$ cat src/rtl/reg_dump.sv
// Register-file debug reader: walks the display read port and streams each
// register as four uppercase ASCII hex digits plus a space/newline separator.
module reg_dump #(
  parameter int unsigned LAST_REG = 31,
  parameter int unsigned PER_LINE = 8
) (
  input  logic        clk,
  input  logic        rst_n,
  input  logic        start,
  output logic [4:0]  addr,
  input  logic [15:0] data_in,
  output logic [7:0]  tx_data,
  output logic        tx_valid,
  input  logic        tx_ready,
  output logic        busy,
  output logic        done
);

  typedef enum logic [1:0] {IDLE, ADDR, SEND} state_t;

  localparam logic [4:0] LAST_IDX = 5'(LAST_REG);
  localparam logic [4:0] LINE_END = 5'(PER_LINE - 1);

  state_t      state;
  logic [4:0]  index;
  logic [4:0]  line_pos;
  logic [15:0] shadow;
  logic [2:0]  byte_cnt;
  logic [7:0]  next_byte;
  logic [7:0]  sep_byte;

  function automatic logic [7:0] hex_char(input logic [3:0] nib);
    if (nib < 4'd10) hex_char = 8'h30 + {4'h0, nib};
    else             hex_char = 8'h37 + {4'h0, nib};
  endfunction

  // A running position within the text line avoids a modulo on the index.
  assign sep_byte = (line_pos == LINE_END || index == LAST_IDX) ? 8'h0A : 8'h20;

  // Byte presented after byte_cnt has been accepted.
  always_comb begin
    next_byte = sep_byte;
    unique case (byte_cnt)
      3'd0:    next_byte = hex_char(shadow[11:8]);
      3'd1:    next_byte = hex_char(shadow[7:4]);
      3'd2:    next_byte = hex_char(shadow[3:0]);
      default: next_byte = sep_byte;
    endcase
  end

  assign addr = index;

  always_ff @(posedge clk) begin
    if (!rst_n) begin
      state    <= IDLE;
      index    <= '0;
      line_pos <= '0;
      shadow   <= '0;
      byte_cnt <= '0;
      tx_data  <= '0;
      tx_valid <= 1'b0;
      busy     <= 1'b0;
      done     <= 1'b0;
    end else begin
      done <= 1'b0;
      unique case (state)
        IDLE: begin
          if (start) begin
            state    <= ADDR;
            index    <= '0;
            line_pos <= '0;
            busy     <= 1'b1;
          end
        end
        ADDR: begin
          shadow   <= data_in;
          tx_data  <= hex_char(data_in[15:12]);
          tx_valid <= 1'b1;
          byte_cnt <= '0;
          state    <= SEND;
        end
        SEND: begin
          if (tx_ready) begin
            if (byte_cnt == 3'd4) begin
              tx_valid <= 1'b0;
              if (index == LAST_IDX) begin
                state <= IDLE;
                busy  <= 1'b0;
                done  <= 1'b1;
              end else begin
                state    <= ADDR;
                index    <= index + 5'd1;
                line_pos <= (line_pos == LINE_END) ? '0 : line_pos + 5'd1;
              end
            end else begin
              byte_cnt <= byte_cnt + 3'd1;
              tx_data  <= next_byte;
            end
          end
        end
        default: state <= IDLE;
      endcase
    end
  end

endmodule
$ cat config.mk
export PLATFORM = sky130hd
export DESIGN_NAME = reg_dump
export DESIGN_NICKNAME = d
export VERILOG_FILES = /design/src/rtl/reg_dump.sv
export SDC_FILE = /design/constraint.sdc
export NUM_CORES = 1
export LEC_CHECK = 0
export ABC_CLOCK_PERIOD_IN_PS = 3800
export CORE_ASPECT_RATIO = 0.6
export CORE_UTILIZATION = 56
export CTS_CLUSTER_SIZE = 40
export DETAILED_ROUTE_END_ITERATION = 7
export PLACE_DENSITY = 0.83
export SLEW_MARGIN = 20
export SYNTH_ARGS = -nofsm -noshare
export SYNTH_HDL_FRONTEND = slang
export SYNTH_SLANG_ARGS = --single-unit
$ cat constraint.sdc
create_clock -name clk -period 3.8 [get_ports clk]
set_clock_uncertainty 0.05 [all_clocks]
set_input_delay 0.76 -clock clk [delete_from_list [all_inputs] [get_ports clk]]
set_output_delay 0.76 -clock clk [all_outputs]
set_load 0.1 [all_outputs]
# Word-level counts from Yosys, hierarchy flattened
# Index checks and enable logic that the tools add are counted.
dict set report op_classes {
  n_addsub 11
  order_cmp 4
  n_eq_ne 13
  n_mux 36
  reduce_logical 11
}
# cell count
set ops {}
lappend ops {{$add A6 B4 Y7 const A} 8}
lappend ops {{$mux W5} 8}
lappend ops {{$mux W7} 4}
lappend ops {{$pmux W8 S3} 1}
lappend ops {{$pmux W5 S2} 2}
lappend ops {{$lt A4 B4 Y1 const B} 4}
lappend ops {{$mux W8} 2}
lappend ops {{$pmux W8 S2} 1}
lappend ops {{$ne A2 B2 Y1 const B} 6}
lappend ops {{$add A5 B1 Y5 const B} 2}
lappend ops {{$reduce_and A5 Y1} 2}
lappend ops {{$reduce_and A3 Y1} 3}
lappend ops {{$mux W1} 8}
lappend ops {{$mux W2} 3}
lappend ops {{$mux W3} 2}
lappend ops {{$mux W6} 1}
lappend ops {{$pmux W2 S3} 1}
lappend ops {{$pmux W3 S2} 1}
lappend ops {{$eq A5 B3 Y1 const B} 1}
lappend ops {{$eq A5 B5 Y1 const B} 1}
lappend ops {{$pmux W1 S2} 2}
lappend ops {{$reduce_and A4 Y1} 1}
lappend ops {{$reduce_bool A2 Y1} 2}
lappend ops {{$add A3 B1 Y3 const B} 1}
lappend ops {{other kinds (8)} 8}
dict set report word_totals {
  register_bits 38
  input_bits 20
  word_cells 84
}

# Longest topological paths before layout
# Gate-level depths: netlist of the first run.
dict set report logic_depth {
  word_depth 7
  ltp_mapped 9
  mapped_depth_nobuf 8
}

# Worst setup path before layout of the first run
# No wires, ideal clock.
dict set report synth_path {
  path_type {reg2reg}
  start {register index[0], in the netlist addr[0]}
  end {register line_pos[3]}
  setup_ns 0.070
  arrival_time_ns 2.736
  slack_ns 0.944
  path_stages_with_launch 10
  period_less_slack_ns 2.856
  cell_sequence {dfxtp_1 -> ha_1 -> and3_1 -> ha_1 -> and2b_2 -> a41oi_4 -> or2_1 -> buf_6 -> or4_1 -> a21oi_1}
}
dict set report synth_between {
  elab_chain_len 3
}
# item line
set synth_rtl {}
lappend synth_rtl {{from (decl)} 25} ;# logic [4:0] index;
lappend synth_rtl {{from (signal assigned)} 92} ;# index <= index + 5'd1;
lappend synth_rtl {{$eq A5 B5 Y1} 86} ;# if (index == LAST_IDX) begin
lappend synth_rtl {{$ne A2 B2 Y1 (no line)} -}
lappend synth_rtl {{$reduce_and A5 Y1 (no line)} -}
lappend synth_rtl {{to (signal assigned)} 93} ;# line_pos <= (line_pos == LINE_END) ? '0 : line_pos + 5'd1;
lappend synth_rtl {{to (decl)} 26} ;# logic [4:0] line_pos;
# No other way between the ends.
# A chain may end at the register's enable or synchronous reset.

# Worst setup path in the final report of the first run
dict set report layout_path {
  start {register index[0], in the netlist addr[0]}
  end {output port addr[0]}
}
# item line
set layout_lines {}
lappend layout_lines {{to (decl)} 10} ;# output logic [4:0] addr,
# No word-level cell between the ends.

==> summary.json, run 1 <==
{
  "stdcell_count": 343,
  "synth_enable_flop_cells": 0,
  "max-vdd-ir-drop_v": 0.0002684,
  "total_routed_wirelength_um": 5254,
  "synth_top_area_cell": "sky130_fd_sc_hd__dfxtp_1",
  "rr_worst_depth": 8,
  "cellPowerDensity_mw_per_mm2": 360.9,
  "totalNegativeSetupSlack_ps": 0,
  "synthCells": 267,
  "finalWorstPathRequiredPeriod_ps": 2669,
  "critPathSlowestCell": "sky130_fd_sc_hd__clkdlybuf4s50_1",
  "route.detailed.drc": 0,
  "cap_viol_max_count": 0,
  "reg2reg_slack_ps": 1220,
  "yosysUniqueCellTypes": 40,
  "tightest_slew_ps": 967.2,
  "pin_count": 36,
  "synth.top_cells.by_area": "sky130_fd_sc_hd__dfxtp_1, sky130_fd_sc_hd__a21oi_1, sky130_fd_sc_hd__nand2_1",
  "hpwlAfterDp_um": 3727,
  "fmax_ghz": 0.3747,
  "cts_htree_levels": 2,
  "worst-path-max-fanout": 4,
  "dr_total_vias": 1998,
  "report.final.slew_viol_count": 0,
  "clock_sink_count": 37,
  "crit_path_end": "addr[0]",
  "die_area_mm2": 0.003930,
  "buffer_ports.inserted": 34,
  "number_of_vias_per_cell": 5.825,
  "postSynthNetCount": 298,
  "synth.cell_area_mm2": 0.002058,
  "critical_path_cell_count": 1,
  "finalHoldViolCount": 0,
  "clkLatencyLatePin_ps": 290,
  "grt_overflow": 0,
  "outcome": "finished, final reports clean",
  "holdBufCountCts": 0,
  "synthFlopType": "sky130_fd_sc_hd__dfxtp_1",
  "critical_path_required_ps": 2990,
  "cts_buffer_depth": 2,
  "min-delay-start": "tx_data[4]$_SDFFE_PN0P_",
  "crit_path_cell_trace": "clkdlybuf4s50_1",
  "relSlewSlack": 0.3532,
  "gp_congestion": 0.9621,
  "cts.clk_slew.worst_paths_ps": 70,
  "growth_of_design_area_from_synthesis_to_finish_pct": 20.91,
  "cp_top_family": "buffers and inverters",
  "async_flop_share": 0,
  "initial_drc_count": 146,
  "grt_start_max_net_pins": 30,
  "critPathLaunchType": "flip-flop",
  "grt_setup_unrepaired": "false",
  "finalPower_mw": 0.8983,
  "dr.pass1.iters": 5,
  "finalInstanceArea_mm2": 0.002489,
  "rr_endpoint": "line_pos[3]$_SDFFE_PN0P_",
  "grt_pass1_vias": 1851,
  "postSynthAreaPerCell_um2": 7.709,
  "hp-class": "flip-flop to flip-flop",
  "whs_ps": 408.6,
  "yosysWarningCount": 0,
  "tritoncts": "yes",
  "final_antenna_net_count": 0,
  "synth_largest_type_area_fraction": 0.3599,
  "timing.final.crit_share": 0.7024,
  "n_antenna_cell": 0,
  "cellLeakagePower_nw": 0.8910,
  "ys_seq_area_frac": 0.3599,
  "dp.cells": 335,
  "finalSetupViolCount": 0,
  "fin_nets": 328,
  "cts_made_buffers": 5,
  "timing.critical_path.to_type": "primary output",
  "die_width_um": 80.27,
  "fp.coreArea_mm2": 0.003383,
  "core.rowCount": 16,
  "cts_root_buf": "sky130_fd_sc_hd__clkbuf_8",
  "worst_ep_arrival_time_ps": 1860,
  "cts.repair_timing.setup_buffer_count": 0,
  "critical_setup_path_class": "flip-flop to primary output",
  "synth.cells.most_frequent": "sky130_fd_sc_hd__nand2_1, sky130_fd_sc_hd__a21oi_1, sky130_fd_sc_hd__dfxtp_1",
  "post_drt_wl_per_cell_um": 15.32,
  "dpl_cell_area_mm2": 0.002406,
  "global_route.usage.total": 0.3075,
  "synthMostInstantiatedCell": "sky130_fd_sc_hd__nand2_1",
  "r2r_startpoint": "addr[0]$_SDFFE_PN0P_",
  "die_height_um": 48.96,
  "first_pass_grt_wire_length_um": 9066,
  "drive_gt1_frac": 0.04027,
  "crit_start": "addr[0]$_SDFFE_PN0P_",
  "post_cts_resize_count": 0,
  "cp_num_buf_inv": 1,
  "start_util": 0.6084,
  "initial_antenna_violation_count": 0,
  "synth_seq_cells": 37,
  "critical_path.max_stage_delay_ps": 1160
}
[cells in the final DEF, fill, tap and decap left out, types with 2 or more instances in the layout]
cell / instances
sky130_fd_sc_hd__xnor2_1: 8
sky130_fd_sc_hd__nand2b_1: 6
sky130_fd_sc_hd__nor3b_1: 2
sky130_fd_sc_hd__o211ai_1: 2
sky130_fd_sc_hd__clkinv_2: 2
sky130_fd_sc_hd__or4_1: 3
sky130_fd_sc_hd__a22oi_1: 4
sky130_fd_sc_hd__a211oi_1: 5
sky130_fd_sc_hd__clkdlybuf4s50_1: 34
sky130_fd_sc_hd__inv_1: 14
sky130_fd_sc_hd__a21oi_1: 37
sky130_fd_sc_hd__and2b_1: 2
sky130_fd_sc_hd__o21ai_0: 15
sky130_fd_sc_hd__nand3_1: 10
sky130_fd_sc_hd__nor2_1: 19
sky130_fd_sc_hd__clkbuf_8: 5
sky130_fd_sc_hd__and3_1: 2
sky130_fd_sc_hd__dfxtp_1: 37
sky130_fd_sc_hd__nor3_1: 10
sky130_fd_sc_hd__ha_1: 11
sky130_fd_sc_hd__and4b_1: 2
sky130_fd_sc_hd__nand2_1: 40
sky130_fd_sc_hd__xor2_1: 2
sky130_fd_sc_hd__o22ai_1: 2
sky130_fd_sc_hd__nor2b_1: 7
[report_power, final]
part | internal [mW] | total [mW] | switching [mW]
sequential | 0.406 | 0.425 | 0.0186
combinational | 0.0672 | 0.212 | 0.145
clock | 0.127 | 0.262 | 0.135
[registers in the layout, indices dropped and copies added (netlist names)]
signal and cells:
addr 5, tx_data 7, line_pos 5, byte_cnt 3
busy 1, done 1, tx_valid 1, shadow 12
state 2
[cells by family after synthesis]
kind of cell / count (synthesis) / share of synthesized area
xor gates and xnor gates: 10 / 0.04256
other: 1 / 0.001822
AOI/OAI and AO/OA: 73 / 0.2170
adders and majority gates: 11 / 0.06687
buffers and inverters: 26 / 0.05289
and+or+nand+nor: 109 / 0.2590
DFF: 37 / 0.3599
[area by class of cell]
| class | instances | area, µm² |
|---|---|---|
| fillers | 276 | 894.6 |
| inverters | 14 | 52.55 |
| clock buffers | 6 | 72.57 |
| well taps | 45 | 56.30 |
| multi-input cells | 204 | 1209 |
| clock inverters | 2 | 10.01 |
| flip-flops and latches | 37 | 740.7 |
| repair buffers | 35 | 347.8 |
[stage by stage]
| stage | setup WS, ps | util |
|---|---|---|
| floorplan | 944.0 | - |
| global placement | 1212 | 0.7112 |
| detailed placement | 1163 | 0.7112 |
| CTS | 1125 | 0.7356 |
| global route | 1105 | 0.7356 |
| finish | 1131 | 0.7356 |
[worst min path at each step]
stage          cells after the start  slack (ps)                       to
6_report                           2         410  tx_data[4]$_SDFFE_PN0P_
5_1_grt                            2         430  tx_data[4]$_SDFFE_PN0P_
4_1_cts                            2         410  tx_data[1]$_SDFFE_PN0P_
3_5_place_dp                       2         400  tx_data[1]$_SDFFE_PN0P_
3_3_place_gp                       2         390  tx_data[4]$_SDFFE_PN0P_
2_1_floorplan                      2         390   shadow[0]$_SDFFE_PN0P_
[per-layer routing]
layer / global-route usage / up-vias / share of wire
met5: 0 / - / 0
met4: 0.08333 / 0 / 0.0097
met3: 0.08037 / 11 / 0.095
met2: 0.4288 / 102 / 0.40
met1: 0.4618 / 893 / 0.49
li1: - / 992 / -
No activity file was read; power rests on OpenSTA's default activity.
==> run 2, diff against run 1 <==
Settings changed: ABC_CLOCK_PERIOD_IN_PS 3800 to 2400, CORE_UTILIZATION 56 to 47, PLACE_DENSITY 0.83 to 0.74.
Clock period 3.8 ns to 2.4 ns, I/O delays scaled along.
==> run 2 against run 1 <==
Net effect: utilization down 12 points; flip-flop and latch count unchanged; design area up 1.7%; die area up 18%; global-route usage down 7.2 points; power up 59%; setup slack worse by 1000 ps; cell count up 5.2%; largest power group unchanged; clock power up 61%; combinational power up 58%; critical path type is now flip-flop to flip-flop; count of clock-buffer cells in the layout unchanged.
==> summary.json, run 2 (synthesis results as in run 1) <==
{
  "layout.area.seq_um2": 752.0,
  "holdBufCountCts": 0,
  "min_delay_worst_endpoint": "tx_data[4]$_SDFFE_PN0P_",
  "relSlewSlack": 0.6272,
  "buffer_ports.inserted": 34,
  "die_area_mm2": 0.004657,
  "hp-class": "flip-flop to flip-flop",
  "finish.utilization": 0.6108,
  "min-delay-start": "tx_data[4]$_SDFFE_PN0P_",
  "report.final.slew_viol_count": 0,
  "final_antenna_net_count": 0,
  "grt_pass1_vias": 1584,
  "fp.coreArea_mm2": 0.004144,
  "layout_common_cells": "sky130_fd_sc_hd__nand2_1, sky130_fd_sc_hd__a21oi_1, sky130_fd_sc_hd__dfxtp_1",
  "cts.clk_slew.worst_paths_ps": 70,
  "cap_viol_max_count": 0,
  "mostFrequentLayoutCell": "sky130_fd_sc_hd__nand2_1",
  "timing.critical_path.to_type": "flip-flop",
  "largest_register_ffs": 12,
  "max-vdd-ir-drop_v": 0.0003591,
  "finalHoldViolCount": 0,
  "outcome": "finished, final reports clean",
  "grt_start_max_net_pins": 16,
  "dr_total_vias": 1939,
  "dr.pass1.iters": 4,
  "post_drt_wl_per_cell_um": 13.84,
  "reg2reg_slack_ps": 130,
  "totalNegativeSetupSlack_ps": 0,
  "pin_count": 36,
  "n_antenna_cell": 0,
  "die_width_um": 87.43,
  "critical_setup_path_class": "flip-flop to flip-flop",
  "multiInputGateArea_mm2": 0.001224,
  "clock_sink_count": 37,
  "regMostFlops": "shadow",
  "tightest_slew_ps": 559.3,
  "cts_made_buffers": 5,
  "finalWorstPathRequiredPeriod_ps": 2270,
  "start_util": 0.4967,
  "cts_buffer_depth": 2,
  "gp_congestion": 0.8872,
  "grt_setup_unrepaired": "false",
  "cts_htree_levels": 2,
  "number_of_vias_per_cell": 5.371,
  "worst_ep_arrival_time_ps": 2440,
  "fmax_ghz": 0.4404,
  "cellLeakagePower_nw": 0.9354,
  "cellPowerDensity_mw_per_mm2": 563.0,
  "final.fill_count": 398,
  "drive_gt1_frac": 0.1229,
  "timing.final.crit_share": 0.9460,
  "post_cts_resize_count": 0,
  "clkLatencyLatePin_ps": 280,
  "initial_antenna_violation_count": 0,
  "hpwlAfterDp_um": 3773,
  "grt_overflow": 0,
  "hold_depth": 2,
  "die_height_um": 53.26,
  "finalPower_mw": 1.425,
  "core.rowCount": 18,
  "rr_worst_depth": 8,
  "first_pass_grt_wire_length_um": 8107,
  "largest_registers": "shadow x12, tx_data x7",
  "initial_drc_count": 169,
  "global_route.usage.total": 0.2353,
  "critical_path_required_ps": 2570,
  "cts.repair_timing.setup_buffer_count": 0,
  "fin_nets": 331,
  "critPathLaunchType": "flip-flop",
  "finalSetupViolCount": 0,
  "rr_endpoint": "line_pos[3]$_SDFFE_PN0P_",
  "worst-path-max-fanout": 5,
  "growth_of_design_area_from_synthesis_to_finish_pct": 22.98,
  "total_routed_wirelength_um": 4996,
  "tritoncts": "yes",
  "route.detailed.drc": 0,
  "r2r_startpoint": "addr[1]$_SDFFE_PN0P_",
  "cts_root_buf": "sky130_fd_sc_hd__clkbuf_8"
}
==> run 2: cell count changes in the layout (fill, tap and decap cells not counted) <==
cell,delta
sky130_fd_sc_hd__buf_12,+1
sky130_fd_sc_hd__ha_4,+1
sky130_fd_sc_hd__clkdlybuf4s50_1,-15
sky130_fd_sc_hd__buf_4,+17
sky130_fd_sc_hd__dfxtp_4,+2
sky130_fd_sc_hd__dfxtp_1,-5
sky130_fd_sc_hd__dfxtp_2,+3
sky130_fd_sc_hd__ha_2,+1
sky130_fd_sc_hd__ha_1,-2
==> run 2: routing by layer <==
metal  track usage  vias to the layer above  wire [µm]
met5             0                        -          0
met4       0.05191                        0         25
met3       0.06084                        2        393
met2        0.2956                       69       1866
met1        0.3782                      875       2710
li1              -                      993          -
==> run 2: worst max-delay path, stage by stage (launching register included) <==
cell,delay (ps)
sky130_fd_sc_hd__dfxtp_4,360
sky130_fd_sc_hd__ha_4,150
sky130_fd_sc_hd__and3_1,170
sky130_fd_sc_hd__ha_2,180
sky130_fd_sc_hd__and2b_2,240
sky130_fd_sc_hd__a41oi_4,160
sky130_fd_sc_hd__or2_1,330
sky130_fd_sc_hd__or4_1,410
sky130_fd_sc_hd__a21oi_1,150
==> run 2: metrics by stage <==
stage	setup slack [ps]	cell area, µm²	std cells	hold WS [ps]
floorplan	53.15	2085	267	386.3
global placement	216.4	2449	353	396.1
detailed placement	183.1	2449	353	401.8
CTS	150.1	2531	361	411.7
global route	62.79	2531	361	443.4
finish	129.6	2531	361	407.7
==> run 2: layout make-up <==
type | instances | share of cell area
inverter | 14 | 0.02076
clock inverter | 2 | 0.003955
timing repair buffer | 38 | 0.1364
tap | 60 | 0.02966
multi-input combinational | 204 | 0.4834
clock buffer | 6 | 0.02867
sequential | 37 | 0.2971
==> run 2: worst max-delay path by stage <==
stage,from,endpoint,slack (ps),cells after the start
after floorplan,addr[1]$_SDFFE_PN0P_,line_pos[3]$_SDFFE_PN0P_,50,9
after global placement,addr[1]$_SDFFE_PN0P_,line_pos[3]$_SDFFE_PN0P_,220,8
after detailed placement,addr[1]$_SDFFE_PN0P_,line_pos[3]$_SDFFE_PN0P_,180,8
after CTS,addr[1]$_SDFFE_PN0P_,line_pos[3]$_SDFFE_PN0P_,150,8
after global routing,addr[1]$_SDFFE_PN0P_,line_pos[3]$_SDFFE_PN0P_,60,8
final,addr[1]$_SDFFE_PN0P_,line_pos[3]$_SDFFE_PN0P_,130,8
==> run 2: where the power goes <==
group | internal (mW) | switching [mW]
clock network | 0.201 | 0.220
logic | 0.108 | 0.226
registers | 0.641 | 0.0288
total | 0.950 | 0.475
==> run 3, diff against run 2 <==
Settings changed: SLEW_MARGIN 20 to 30.
==> results of run 3 <==
No change in the layout: final DEF, timing and power equal those of run 2.
